### src/rtl/fetch_sequencer.sv
// Autonomous instruction fetch / PC sequencer with prefetch FIFO and branch redirect.
// Optional macro FETCH_MISALIGN_TRAP_EN: misaligned taken targets trap instead of being aligned.
//   state  | meaning
//   S_IDLE | one cycle after reset before fetching starts
//   S_RUN  | issuing fetches, filling FIFO, resolving branches
//   S_TRAP | misaligned target seen; fetch stopped until reset
module fetch_sequencer #(
  parameter int              XLEN       = 32,
  parameter logic [XLEN-1:0] PC_RESET   = '0,
  parameter int              FIFO_DEPTH = 4,
  parameter int              MAX_OUTST  = 2
) (
  input  logic            clk,
  input  logic            rst,
  output logic            imem_req,
  output logic [XLEN-1:0] imem_addr,
  input  logic            imem_gnt,
  input  logic            imem_rvalid,
  input  logic [31:0]     imem_rdata,
  output logic [31:0]     instr,
  output logic [XLEN-1:0] instr_pc,
  output logic            instr_valid,
  input  logic            instr_ready,
  input  logic            br_valid,
  input  logic            PL,
  input  logic            JB,
  input  logic [2:0]      BC,
  input  logic            V,
  input  logic            C,
  input  logic            N,
  input  logic            Z,
  input  logic [XLEN-1:0] br_pc,
  input  logic [XLEN-1:0] PCOffset,
  output logic            misalign_err
);

  localparam int              PW        = (FIFO_DEPTH > 1) ? $clog2(FIFO_DEPTH) : 1;
  localparam int              CW        = $clog2(FIFO_DEPTH + 1);
  localparam logic [CW:0]     DEPTH_C   = (CW+1)'(FIFO_DEPTH);
  localparam logic [CW-1:0]   MAXO_C    = CW'(MAX_OUTST);
  localparam logic [XLEN-1:0] WORD_STEP = XLEN'(4);

  typedef enum logic [1:0] {S_IDLE, S_RUN, S_TRAP} state_t;

  state_t          r_state, w_state_nxt;
  logic [XLEN-1:0] r_fetch_pc, r_ret_pc;
  logic [CW-1:0]   r_outst, r_drop, r_count;
  logic [PW-1:0]   r_wr, r_rd;
  logic [31:0]     r_instr_mem [FIFO_DEPTH];
  logic [XLEN-1:0] r_pc_mem    [FIFO_DEPTH];

  logic            w_fire, w_pop, w_push, w_credit, w_cond, w_taken;
  logic            w_redirect, w_trap, w_flush;
  logic [XLEN-1:0] w_target_raw, w_target;
  logic [CW-1:0]   w_inflight;

  assign w_fire       = imem_req & imem_gnt;
  assign w_pop        = instr_valid & instr_ready;
  assign w_credit     = (({1'b0, r_count} + {1'b0, r_outst}) < DEPTH_C) && (r_outst < MAXO_C);
  assign w_taken      = br_valid & (PL | JB | w_cond);
  assign w_target_raw = br_pc + PCOffset;
  assign w_flush      = w_redirect | w_trap;
  // Requests still to come back after this cycle; all of them are stale on a flush.
  assign w_inflight   = r_outst + CW'(w_fire) - CW'(imem_rvalid);
  assign w_push       = imem_rvalid && (r_drop == '0) && (r_state == S_RUN);

`ifdef FETCH_MISALIGN_TRAP_EN
  logic w_misalign;
  assign w_target   = w_target_raw;
  assign w_misalign = |w_target_raw[1:0];
`else
  assign w_target   = w_target_raw & ~XLEN'(3);
`endif

  always_comb begin
    w_cond = 1'b0;
    case (BC)
      3'b000:  w_cond = Z;
      3'b001:  w_cond = ~Z;
      3'b100:  w_cond = N ^ V;
      3'b101:  w_cond = ~(N ^ V);
      3'b110:  w_cond = ~C;
      3'b111:  w_cond = C;
      default: w_cond = 1'b0;
    endcase
  end

  always_ff @(posedge clk or posedge rst) begin
    if (rst) r_state <= S_IDLE;
    else     r_state <= w_state_nxt;
  end

  always_comb begin
    w_state_nxt = r_state;
    imem_req    = 1'b0;
    w_redirect  = 1'b0;
    w_trap      = 1'b0;
    case (r_state)
      S_IDLE: w_state_nxt = S_RUN;
      S_RUN: begin
        imem_req = w_credit;
        if (w_taken) begin
`ifdef FETCH_MISALIGN_TRAP_EN
          if (w_misalign) begin
            w_trap      = 1'b1;
            w_state_nxt = S_TRAP;
          end else begin
            w_redirect = 1'b1;
          end
`else
          w_redirect = 1'b1;
`endif
        end
      end
      default: w_state_nxt = r_state;
    endcase
  end

  always_ff @(posedge clk or posedge rst) begin
    if (rst) begin
      r_fetch_pc <= PC_RESET;
      r_ret_pc   <= PC_RESET;
      r_outst    <= '0;
      r_drop     <= '0;
      r_count    <= '0;
      r_wr       <= '0;
      r_rd       <= '0;
      for (int i = 0; i < FIFO_DEPTH; i++) begin
        r_instr_mem[i] <= '0;
        r_pc_mem[i]    <= '0;
      end
    end else begin
      r_outst <= w_inflight;
      if (w_redirect)  r_fetch_pc <= w_target;
      else if (w_fire) r_fetch_pc <= r_fetch_pc + WORD_STEP;
      if (w_flush) begin
        r_wr    <= '0;
        r_rd    <= '0;
        r_count <= '0;
        r_drop  <= w_inflight;
        if (w_redirect) r_ret_pc <= w_target;
      end else begin
        if (imem_rvalid && (r_drop != '0)) r_drop <= r_drop - CW'(1);
        if (w_push) begin
          r_instr_mem[r_wr] <= imem_rdata;
          r_pc_mem[r_wr]    <= r_ret_pc;
          r_wr              <= r_wr + PW'(1);
          r_ret_pc          <= r_ret_pc + WORD_STEP;
        end
        if (w_pop) r_rd <= r_rd + PW'(1);
        r_count <= r_count + CW'(w_push) - CW'(w_pop);
      end
    end
  end

`ifdef FETCH_MISALIGN_TRAP_EN
  logic r_misalign;
  always_ff @(posedge clk or posedge rst) begin
    if (rst) r_misalign <= 1'b0;
    else     r_misalign <= r_misalign | w_trap;
  end
  assign misalign_err = r_misalign;
`else
  assign misalign_err = 1'b0;
`endif

  assign imem_addr   = r_fetch_pc;
  assign instr       = r_instr_mem[r_rd];
  assign instr_pc    = r_pc_mem[r_rd];
  assign instr_valid = (r_count != '0);

endmodule

### config.mk
export PLATFORM = sky130hd
export DESIGN_NAME = fetch_sequencer
export DESIGN_NICKNAME = d
export VERILOG_FILES = /design/src/rtl/fetch_sequencer.sv
export SDC_FILE = /design/constraint.sdc
export NUM_CORES = 1
export LEC_CHECK = 0
export BUFFER_PORTS_ARGS = -buffer_cell sky130_fd_sc_hd__buf_2
export CAP_MARGIN = 0
export CORE_MARGIN = 2
export CORE_UTILIZATION = 36
export CTS_CLUSTER_SIZE = 40
export DETAILED_ROUTE_END_ITERATION = 8
export HOLD_SLACK_MARGIN = 0.05
export REMOVE_ABC_BUFFERS = 1
export SYNTH_ARGS = -nofsm -noshare
export SYNTH_HDL_FRONTEND = slang
export SYNTH_SLANG_ARGS = --single-unit
### constraint.sdc
create_clock -name clk -period 12 [get_ports clk]
set_input_delay 2.4 -clock clk [delete_from_list [all_inputs] [get_ports clk]]
set_output_delay 2.4 -clock clk [all_outputs]
set_load 0.01 [all_outputs]
==> results of run 1 <==
==> flip-flops by register name (all words and copies together) (netlist names) <==
signal,flops
r_instr_mem,128
r_pc_mem,120
imem_addr,30
r_ret_pc,30
r_count,3
r_drop,3
r_outst,3
r_rd,2
r_wr,2
r_state,1
==> synthesized netlist by cell type (22+ instances only) <==
master      n
nor2_1     53
clkbuf_1   22
a21oi_1    57
mux2_4    176
ha_1       45
xnor2_1    37
mux2_2     61
o21ai_0    29
dfrtp_1   322
nand3_1    30
nand2_1    56
xor2_1     48
mux4_2     62
inv_1      25
==> layout by cell type (no fill, tap or decap), drive strengths merged, types with 4 or more instances in the layout <==
master / Yosys / layout
a211oi: 5 / 5
a21boi: 6 / 6
a21o: 15 / 15
a21oi: 58 / 58
a31oi: 7 / 7
and2: 5 / 5
and3: 14 / 14
and4: 7 / 7
buf: 47 / 213
bufinv: 0 / 8
clkbuf: 22 / 47
clkinv: 0 / 7
conb: 2 / 6
dfrtp: 322 / 322
ha: 45 / 45
inv: 25 / 27
mux2: 237 / 237
mux2i: 7 / 7
mux4: 62 / 62
nand2: 60 / 60
nand2b: 4 / 4
nand3: 30 / 30
nand4: 15 / 15
nor2: 54 / 54
nor3: 15 / 15
nor4: 4 / 4
o21a: 8 / 8
o21ai: 29 / 29
or3: 4 / 4
xnor2: 37 / 37
xor2: 48 / 48
==> metal layers <==
layer  vias to the layer above  GRT usage  wire [µm]
met5                         -          0          0
met4                         0     0.0325        555
met3                        39     0.0311       1810
met2                       223      0.267      19100
met1                      5277      0.220      18500
li1                       4787          -          -
==> path summary, 6_finish.rpt <==
kind	from	endpoint	slack (ns)	depth (start not counted)
worst max-delay path	r_rd[0]$_DFFE_PP0P_	instr_pc[7]	6.67	3
worst min-delay path	r_pc_mem[119]$_DFFE_PP0P_	r_pc_mem[119]$_DFFE_PP0P_	0.48	2
worst max register to register	r_drop[0]$_DFFE_PP0P_	r_instr_mem[100]$_DFFE_PP0P_	8.98	8
worst min register to register	r_pc_mem[119]$_DFFE_PP0P_	r_pc_mem[119]$_DFFE_PP0P_	0.48	2
max in group asynchronous	rst	r_rd[0]$_DFFE_PP0P_	8.26	3
min in group asynchronous	rst	r_instr_mem[124]$_DFFE_PP0P_	2.08	2
==> cell families after synthesis <==
group,after synthesis,synth area share
AO/OA/AOI/OAI,148,0.0545
adder cells (fa/ha/maj),47,0.0355
flip-flops,322,0.475
buffers and inverters,94,0.0419
multiplexers,306,0.283
AND/OR/NAND/NOR,222,0.0664
XOR/XNOR,85,0.0439
other,2,0.000443
==> cell type report <==
cell class              count  area (µm²)  share of cell area
well taps                 607         759              0.0388
repair buffers            213        1100              0.0562
flip-flops and latches    322        8060               0.412
multi-input cells         814        8220               0.420
clock buffers              47        1020              0.0523
inverters                  25         101             0.00518
clock inverters            19         312              0.0159
==> power breakdown <==
part / total, µW / leakage, µW / internal [µW] / switching, µW
Combinational: 1260 / 0.00486 / 702 / 561
Sequential: 1630 / 0.00417 / 1370 / 260
Clock: 1230 / 0.000654 / 777 / 457
Total: 4120 / 0.00969 / 2840 / 1280
==> through the flow <==
step | util | worst slack, ns | hold slack, ns | instance area [µm²] | std cells
floorplan | - | 0.687 | 0.445 | 16400 | 1161
global placement | 0.392 | 6.29 | 0.457 | 18200 | 1981
detailed placement | 0.392 | 6.25 | 0.471 | 18200 | 1981
CTS | 0.421 | 6.52 | 0.484 | 19600 | 2047
global route | 0.421 | 6.45 | 0.500 | 19600 | 2047
finish | 0.421 | 6.67 | 0.483 | 19600 | 2047
==> worst max-delay path, stage by stage, from the launching register on <==
cell and delay (ns):
dfrtp_4 0.89, buf_4 0.68, mux4_2 0.64, buf_2 0.17
==> results by group, run 1 <==
Pwr
  • Leakage Power: 0.00969 µW
  • Pwr Density: 211 nW/µm²
  • Design Power: 4120 µW
  • Worst VDD drop: 0.172 mV

Timing
  • FMAX: 188 MHz
  • Setup violators final: 0
  • Skew final: 0.0159 ns
  • Tmin final: 5.33 ns
  • Worst-margin pin slew: 1.13 ns
  • Period Utilization, post-route: 0.444
  • Slew Viols, Final: 0
  • Slew HR: 0.249
  • Setup TNS: 0 ns
  • Final Hold Fails: 0
  • Unrepaired setup endpoints after global routing: no

Layout
  • Diode count: 0
  • Layout cells sized above 1: 0.413
  • Fillers: 4290
  • Nets@finish: 1570
  • Synthesis-to-layout area growth: 15.4%

Placement
  • IO buf count: 204
  • Detailed Place HPWL: 26500 µm
  • Routability Congestion: 0.841

Clock tree
  • Postcts setup bufs: 0
  • Root Buffer: clkbuf_16
  • TritonCTS Sinks: 322
  • Post_cts resized: 0
  • CTS buffer count: 36
  • CTS tree: yes
  • CTS hold repair buffers: 0
  • CTS clk-pin slew, worst paths: 0.06 ns
  • Clock Latency Late Sink: 0.53 ns
  • Htree depth: 2
  • Bufs on Longest Clock Path: 3

Synthesis
  • Avg Inst Size Synth: 13.8 µm²
  • Most common flop cell mapped by yosys: dfrtp_1
  • Post-synth EDFFs: 0
  • Top cell type by total area after synthesis: dfrtp_1
  • Netlist cell types: 62
  • Area fraction of the dominant cell type after synthesis: 0.475
  • Sequential area share after synthesis: 0.475
  • Cell count after synthesis: approximately 1200
  • FFs w/ async S/R, synth: 1.00
  • Top cells by area, synth: dfrtp_1 47%, mux2_4 16%, mux4_2 8.2%, mux2_2 4.0%, ha_1 3.3%
  • Synth Cell Area: ~17000 µm²
  • #FFs+latches synth: approximately 320
  • Synth warnings: 0

Setup path
  • CP Capture Type: output port
  • WS Path Type: flip-flop to output port
  • Required time worst endpoint: 9.60 ns
  • Worst setup SP type: flip-flop
  • CP arrival: 2.93 ns
  • CP max FO: 33

GRT
  • Vias in the first global route: 10900
  • Remaining Overflow, GRT: 0
  • Initial antenna violation count: 0
  • Largest net degree at the start of global routing: 196
  • Total track usage: 0.161
  • First-pass GRT wire length: roughly 63000 µm

Floorplanning
  • Die Area: 48900 µm²
  • IO Count: between 200 and 250
  • Initial core utilization: 0.365
  • Die Width: 221 µm
  • Die height: 221 µm
  • Cell row count: 79
  • Core ar.: 46600 µm²

Detailed routing
  • Mean routed wirelength per cell: 19.5 µm
  • Residual DRC count: 0
  • Final wirelength: 39900 µm
  • Detail Route Antenna Nets: 0
  • Via count: roughly 10000
  • Vias per std cell: 5.04
  • DR pass1 iterations: 4
  • Drt initial violations: 644

Flow run
  • MaxCap Viol Count: 0

Status
  • Outcome: completed

Min path
  • Hold WC Path Type: flip-flop to flip-flop
Power figures use the tool's default switching activity.
==> run 2: changes to the inputs <==
==> constraint.sdc (replaced) <==
create_clock -name clk -period 5.6 [get_ports clk]
set_input_delay 1.12 -clock clk [delete_from_list [all_inputs] [get_ports clk]]
set_output_delay 1.12 -clock clk [all_outputs]
set_load 0.01 [all_outputs]
==> results by group, run 2 (synthesized netlist as in run 1, its figures left out) <==
Clock tree
  • Postcts setup bufs: 0 (unchanged)
  • CTS tree: yes
  • Bufs on Longest Clock Path: 3 (unchanged)
  • Root Buffer: clkbuf_16
  • Post_cts resized: 0 (unchanged)
  • CTS clk-pin slew, worst paths: 0.06 ns (about the same)
  • CTS buffer count: 37 (+2.8%)
  • CTS hold repair buffers: 0 (unchanged)
  • Htree depth: 2 (unchanged)
  • Clock Latency Late Sink: 0.53 ns (about the same)
  • TritonCTS Sinks: 322 (unchanged)

Layout
  • Nets@finish: 1577 (+0.45%)
  • Largest register FFs: 128 (unchanged)
  • Largest Register: r_instr_mem
  • Regs by FF count: r_instr_mem (128), r_pc_mem (120)
  • Register area: 8060 µm² (unchanged)
  • Most common cell after layout, fill and taps aside: dfrtp_1
  • Area occupied by multi-input gates: 8220 µm² (unchanged)
  • Fillers: 4297 (+0.16%)
  • Synthesis-to-layout area growth: 15.0%
  • Layout cells sized above 1: 0.410 (-0.00363)
  • Most frequent cells in the layout: 320 x dfrtp_1, 204 x buf_2, 176 x mux2_4

Timing
  • Slew Viols, Final: 0 (unchanged)
  • Unrepaired setup endpoints after global routing: no
  • Period Utilization, post-route: 0.672
  • Setup violators final: 0 (unchanged)
  • Skew final: 0.0157 ns (-0.000166 ns)
  • Final setup margin: 1.84 ns (-4.83 ns)
  • Tmin final: 3.76 ns
  • Setup TNS: 0 ns (unchanged)
  • Slew HR: 0.395 (+0.146)
  • FMAX: 266 MHz
  • Worst-margin pin slew: 0.907 ns (-0.219 ns)
  • Final Hold Fails: 0 (unchanged)

Placement
  • Detailed Place HPWL: 27300 µm (+2.9%)
  • Routability Congestion: 0.838 (-0.36%)
  • IO buf count: 204 (unchanged)
  • Post-place setup slack: 1.26 ns (-4.98 ns)

Detailed routing
  • Residual DRC count: 0 (unchanged)
  • Final wirelength: 39400 µm (-1.4%)
  • Drt initial violations: 624 (-3.1%)
  • DR pass1 iterations: 5 (+1)
  • Detail Route Antenna Nets: 0 (unchanged)
  • Vias per std cell: 5.03 (-0.30%)
  • Mean routed wirelength per cell: 19.2 µm (-1.6%)
  • Via count: 10300 (-0.11%)

Pwr
  • Switching power: 2680 µW (+110%)
  • Switch share: 0.314 (+0.00439)
  • Comb power frac: 0.315 (+0.009)
  • Pwr Density: 436 nW/µm² (+110%)
  • Clock share of power: 0.273 (-0.026)
  • Leakage Power: 0.00966 µW (-0.31%)
  • Worst VDD drop: 0.338 mV (+97%)
  • Int Power: 5830 µW (+110%)
  • Seq pwr share: 0.412 (+0.018)

Setup path
  • CP Capture Type: output port
  • CP arrival: 2.64 ns (-0.29 ns)
  • Critical Path Start: r_rd[0]$_DFFE_PP0P_
  • CP max FO: 28 (-15%)
  • Worst setup SP type: flip-flop
  • Required time worst endpoint: 4.48 ns (-5.12 ns)
  • WS Path Type: flip-flop to output port
  • RR Startpoint: r_outst[2]$_DFF_PP0_

GRT
  • First-pass GRT wire length: 63700 µm (+0.58%)
  • Initial antenna violation count: 1 (+1)
  • Total track usage: 0.162 (+0.00132)
  • Vias in the first global route: 11000 (+0.86%)
  • Remaining Overflow, GRT: 0 (unchanged)
  • Largest net degree at the start of global routing: 115 (-41%)

Status
  • Outcome: completed

Min path
  • Hold WC Path Type: flip-flop to flip-flop
  • Hold_sp: r_pc_mem[120]$_DFFE_PP0P_

Floorplanning
  • IO Count: 210 (unchanged)
  • Cell row count: 79 (unchanged)
  • Die height: 221 µm (unchanged)
  • Core ar.: 46600 µm² (unchanged)
  • Die Width: 221 µm (unchanged)
  • Die Area: 48900 µm² (unchanged)
  • Initial core utilization: 0.365 (unchanged)

Flow run
  • MaxCap Viol Count: 0 (unchanged)
==> run 2: critical path: stages (launching register included) <==
cell and delay, ns:
dfrtp_4 0.80, buf_4 0.51, mux4_2 0.61, buf_2 0.17
==> run 2: power groups by stage <==
stage               logic, µW  registers [µW]  clock network [µW]
finish                   2680            3510                2330
global placement         2700            3510                   0
detailed placement       2750            3540                   0
CTS                      2760            3510                2400
global route             2940            3610                2500
floorplan                1850            3440                   0
==> run 2: per-layer routing <==
layer	track usage	up-vias	routed length, µm
li1	-	4827	-
met1	0.223	5194	18100
met2	0.264	245	18700
met3	0.0324	49	1840
met4	0.0398	0	788
met5	0	-	0
==> run 2: per-stage QoR <==
stage	total power, µW	area (µm²)	util	cells	hold WS (ns)
3_5_place_dp	6280	18300	0.394	1987	0.470
3_3_place_gp	6210	18300	0.394	1987	0.456
2_1_floorplan	5290	16400	-	1161	0.445
6_report	8510	19500	0.419	2051	0.479
4_1_cts	8660	19500	0.419	2050	0.483
5_1_grt	9040	19500	0.419	2050	0.498
==> run 2: cell type report <==
class,instances,area share
diodes,1,0.000128
clock buffers,57,0.0565
clock inverters,6,0.00353
inverters,25,0.00519
multi-input cells,814,0.421
flip-flops and latches,322,0.413
well taps,607,0.0389
repair buffers,219,0.0613
==> run 2: final timing paths <==
path	endpoint	slack, ns	cells past startpoint
max	instr_pc[18]	1.84	3
min in group asynchronous	r_instr_mem[92]$_DFFE_PP0P_	0.71	2
max in group asynchronous	imem_addr[17]$_DFFE_PP0P_	3.82	3
min	r_pc_mem[120]$_DFFE_PP0P_	0.48	2
min reg2reg	r_pc_mem[120]$_DFFE_PP0P_	0.48	2
max reg2reg	imem_addr[30]$_DFFE_PP0P_	2.54	11
==> run 3: changes to the inputs <==
==> constraint.sdc (replaced) <==
create_clock -name clk -period 3.4 [get_ports clk]
set_input_delay 0.68 -clock clk [delete_from_list [all_inputs] [get_ports clk]]
set_output_delay 0.68 -clock clk [all_outputs]
set_load 0.01 [all_outputs]
==> results by group, run 3 (synthesized netlist as in run 1, its figures left out) <==
GRT
  • Gr busiest metal: met2
  • Met3 usage: 0.0400 (+0.00757)
  • Global Route met2 Usage: 0.255 (-0.00887)
  • Remaining Overflow, GRT: 0 (unchanged)
  • Met1 usage: 0.231 (+0.00728)
  • Vias in the first global route: 11100 (+1.3%)
  • Largest net degree at the start of global routing: 87 (-24%)
  • Initial antenna violation count: 1 (unchanged)
  • First-pass GRT wire length: 64200 µm (+0.77%)
  • Total track usage: 0.164 (+0.00174)

Timing
  • Final setup margin: 0.479 ns (-1.36 ns)
  • Final Hold Fails: 0 (unchanged)
  • Setup violators final: 0 (unchanged)
  • Worst-margin pin slew: 0.683 ns (-0.224 ns)
  • Unrepaired setup endpoints after global routing: no
  • Slew Viols, Final: 0 (unchanged)
  • Skew final: 0.0167 ns (+0.000963 ns)
  • Tmin final: 2.92 ns
  • Slew HR: 0.544 (+0.149)
  • Tightest hold margin: 0.248 ns (-0.231 ns)
  • FMAX: 342 MHz
  • Period Utilization, post-route: 0.859

Placement
  • Placed Area: 18600 µm² (+1.1%)
  • IO buf count: 204 (unchanged)
  • Routability Congestion: 0.809 (-3.4%)
  • Detailed Place HPWL: 27100 µm (-0.59%)
  • Post-place setup slack: 0.160 ns (-1.10 ns)
  • Dpl cells: 2005 (+0.91%)

Clock tree
  • Post_cts resized: 0 (unchanged)
  • Root Buffer: clkbuf_16
  • Clock Latency Late Sink: 0.54 ns (about the same)
  • CTS tree: yes
  • CTS buffer count: 38 (+2.7%)
  • TritonCTS Sinks: 322 (unchanged)
  • Postcts setup bufs: 0 (unchanged)
  • Htree depth: 2 (unchanged)
  • Bufs on Longest Clock Path: 3 (unchanged)
  • CTS hold repair buffers: 0 (unchanged)
  • CTS clk-pin slew, worst paths: 0.06 ns (about the same)

Detailed routing
  • Via count: 10400 (+1.1%)
  • Detail Route Antenna Nets: 0 (unchanged)
  • DR pass1 iterations: 4 (-1)
  • Vias per std cell: 5.03 (about the same)
  • Mean routed wirelength per cell: 19.2 µm (+0.10%)
  • Final wirelength: 39900 µm (+1.2%)
  • Drt initial violations: 513 (-18%)
  • Residual DRC count: 0 (unchanged)

Setup path
  • Slowest-stage cell, CP: dfrtp_4
  • Worst setup SP type: flip-flop
  • WS Path Type: flip-flop to output port
  • CP Capture Type: output port
  • CP peak stage delay: 0.67 ns (-0.13 ns)
  • Required time worst endpoint: 2.72 ns (-1.76 ns)
  • CP arrival: 2.24 ns (-0.40 ns)
  • CP max FO: 17 (-39%)
  • Crit-path cells: buf_4, mux4_2, buf_2

Pwr
  • Worst VDD drop: 0.493 mV (+46%)
  • Leakage Power: 0.00983 µW (+1.8%)
  • Pwr Density: 725 nW/µm² (+66%)

Layout
  • Largest Register: r_instr_mem
  • Largest register FFs: 128 (unchanged)
  • Synthesis-to-layout area growth: 16.8%
  • Post-route non-filler standard cell count: 2074 (+1.1%)
  • Final core utilization: 0.426 (+0.00658)
  • Most frequent cells in the layout: 320 x dfrtp_1, 204 x buf_2, 176 x mux2_4
  • Regs by FF count: r_instr_mem (128), r_pc_mem (120)
  • Final instance area: 19800 µm² (+1.6%)
  • Nets@finish: 1596 (+1.2%)
  • Most common cell after layout, fill and taps aside: dfrtp_1
  • Layout cells sized above 1: 0.422 (+0.0120)

Floorplanning
  • Cell row count: 79 (unchanged)
  • Die Area: 48900 µm² (unchanged)
  • Core ar.: 46600 µm² (unchanged)
  • IO Count: 210 (unchanged)
  • Die Width: 221 µm (unchanged)
  • Die height: 221 µm (unchanged)
  • Initial core utilization: 0.365 (unchanged)

Min path
  • Hold WC Path Type: input pin to async pin

Status
  • Outcome: completed

Flow run
  • MaxCap Viol Count: 0 (unchanged)
run 3: changes by cell type in the layout (fill, tap and decap cells not counted), moves of 3 or more:
cell      before  now
buf_4         10   22
clkbuf_1      11    7
buf_12         5   11
clkbuf_8       8   11
clkinv_2       3    6
run 3: routing by layer:
metal	routed length [µm]	vias up
li1	-	4854
met1	18600	5283
met2	18400	233
met3	2160	56
met4	782	0
met5	0	-
run 3: area by class of cell:
cell class                 count  area (µm²)
inverter                      25         101
fill                        4312       26700
clock buffer                  57        1150
clock inverter                11         114
sequential                   322        8060
tap                          607         759
antenna                        1        2.50
multi-input combinational    814        8220
timing repair buffer         237        1410
run 3: critical path: cells and delay by family (launching register included):
kind | cells | cell delay (ns)
flops | 1 | 0.67
buf+inv | 2 | 0.47
mux | 1 | 0.54
run 3: path summary, 6_finish.rpt:
path                                          startpoint                            to  slack (ns)  cells past startpoint
worst min-delay path                                 rst   r_instr_mem[85]$_DFFE_PP0P_        0.25                      2
worst max register to register      r_count[2]$_DFF_PP0_     imem_addr[30]$_DFFE_PP0P_        0.48                     11
min in group clk                          imem_rdata[24]  r_instr_mem[120]$_DFFE_PP0P_        0.41                      2
worst max-delay path                 r_rd[0]$_DFFE_PP0P_                     instr[26]        0.48                      3
max in group asynchronous                            rst      r_pc_mem[49]$_DFFE_PP0P_        2.34                      3
worst min register to register  r_pc_mem[87]$_DFFE_PP0P_      r_pc_mem[87]$_DFFE_PP0P_        0.48                      2
run 3: stage by stage:
step / setup TNS, ns / total power, µW
final: 0 / 14400
after global routing: 0 / 15300
after CTS: 0 / 14600
after detailed placement: 0 / 10400
after global placement: 0 / 10300
after floorplan: -2024.75 / 8720
run 3: where the power goes:
group / switching (µW) / internal (µW)
clock network: 1620 / 2490
logic: 2000 / 2560
registers: 871 / 4820
total: 4500 / 9870
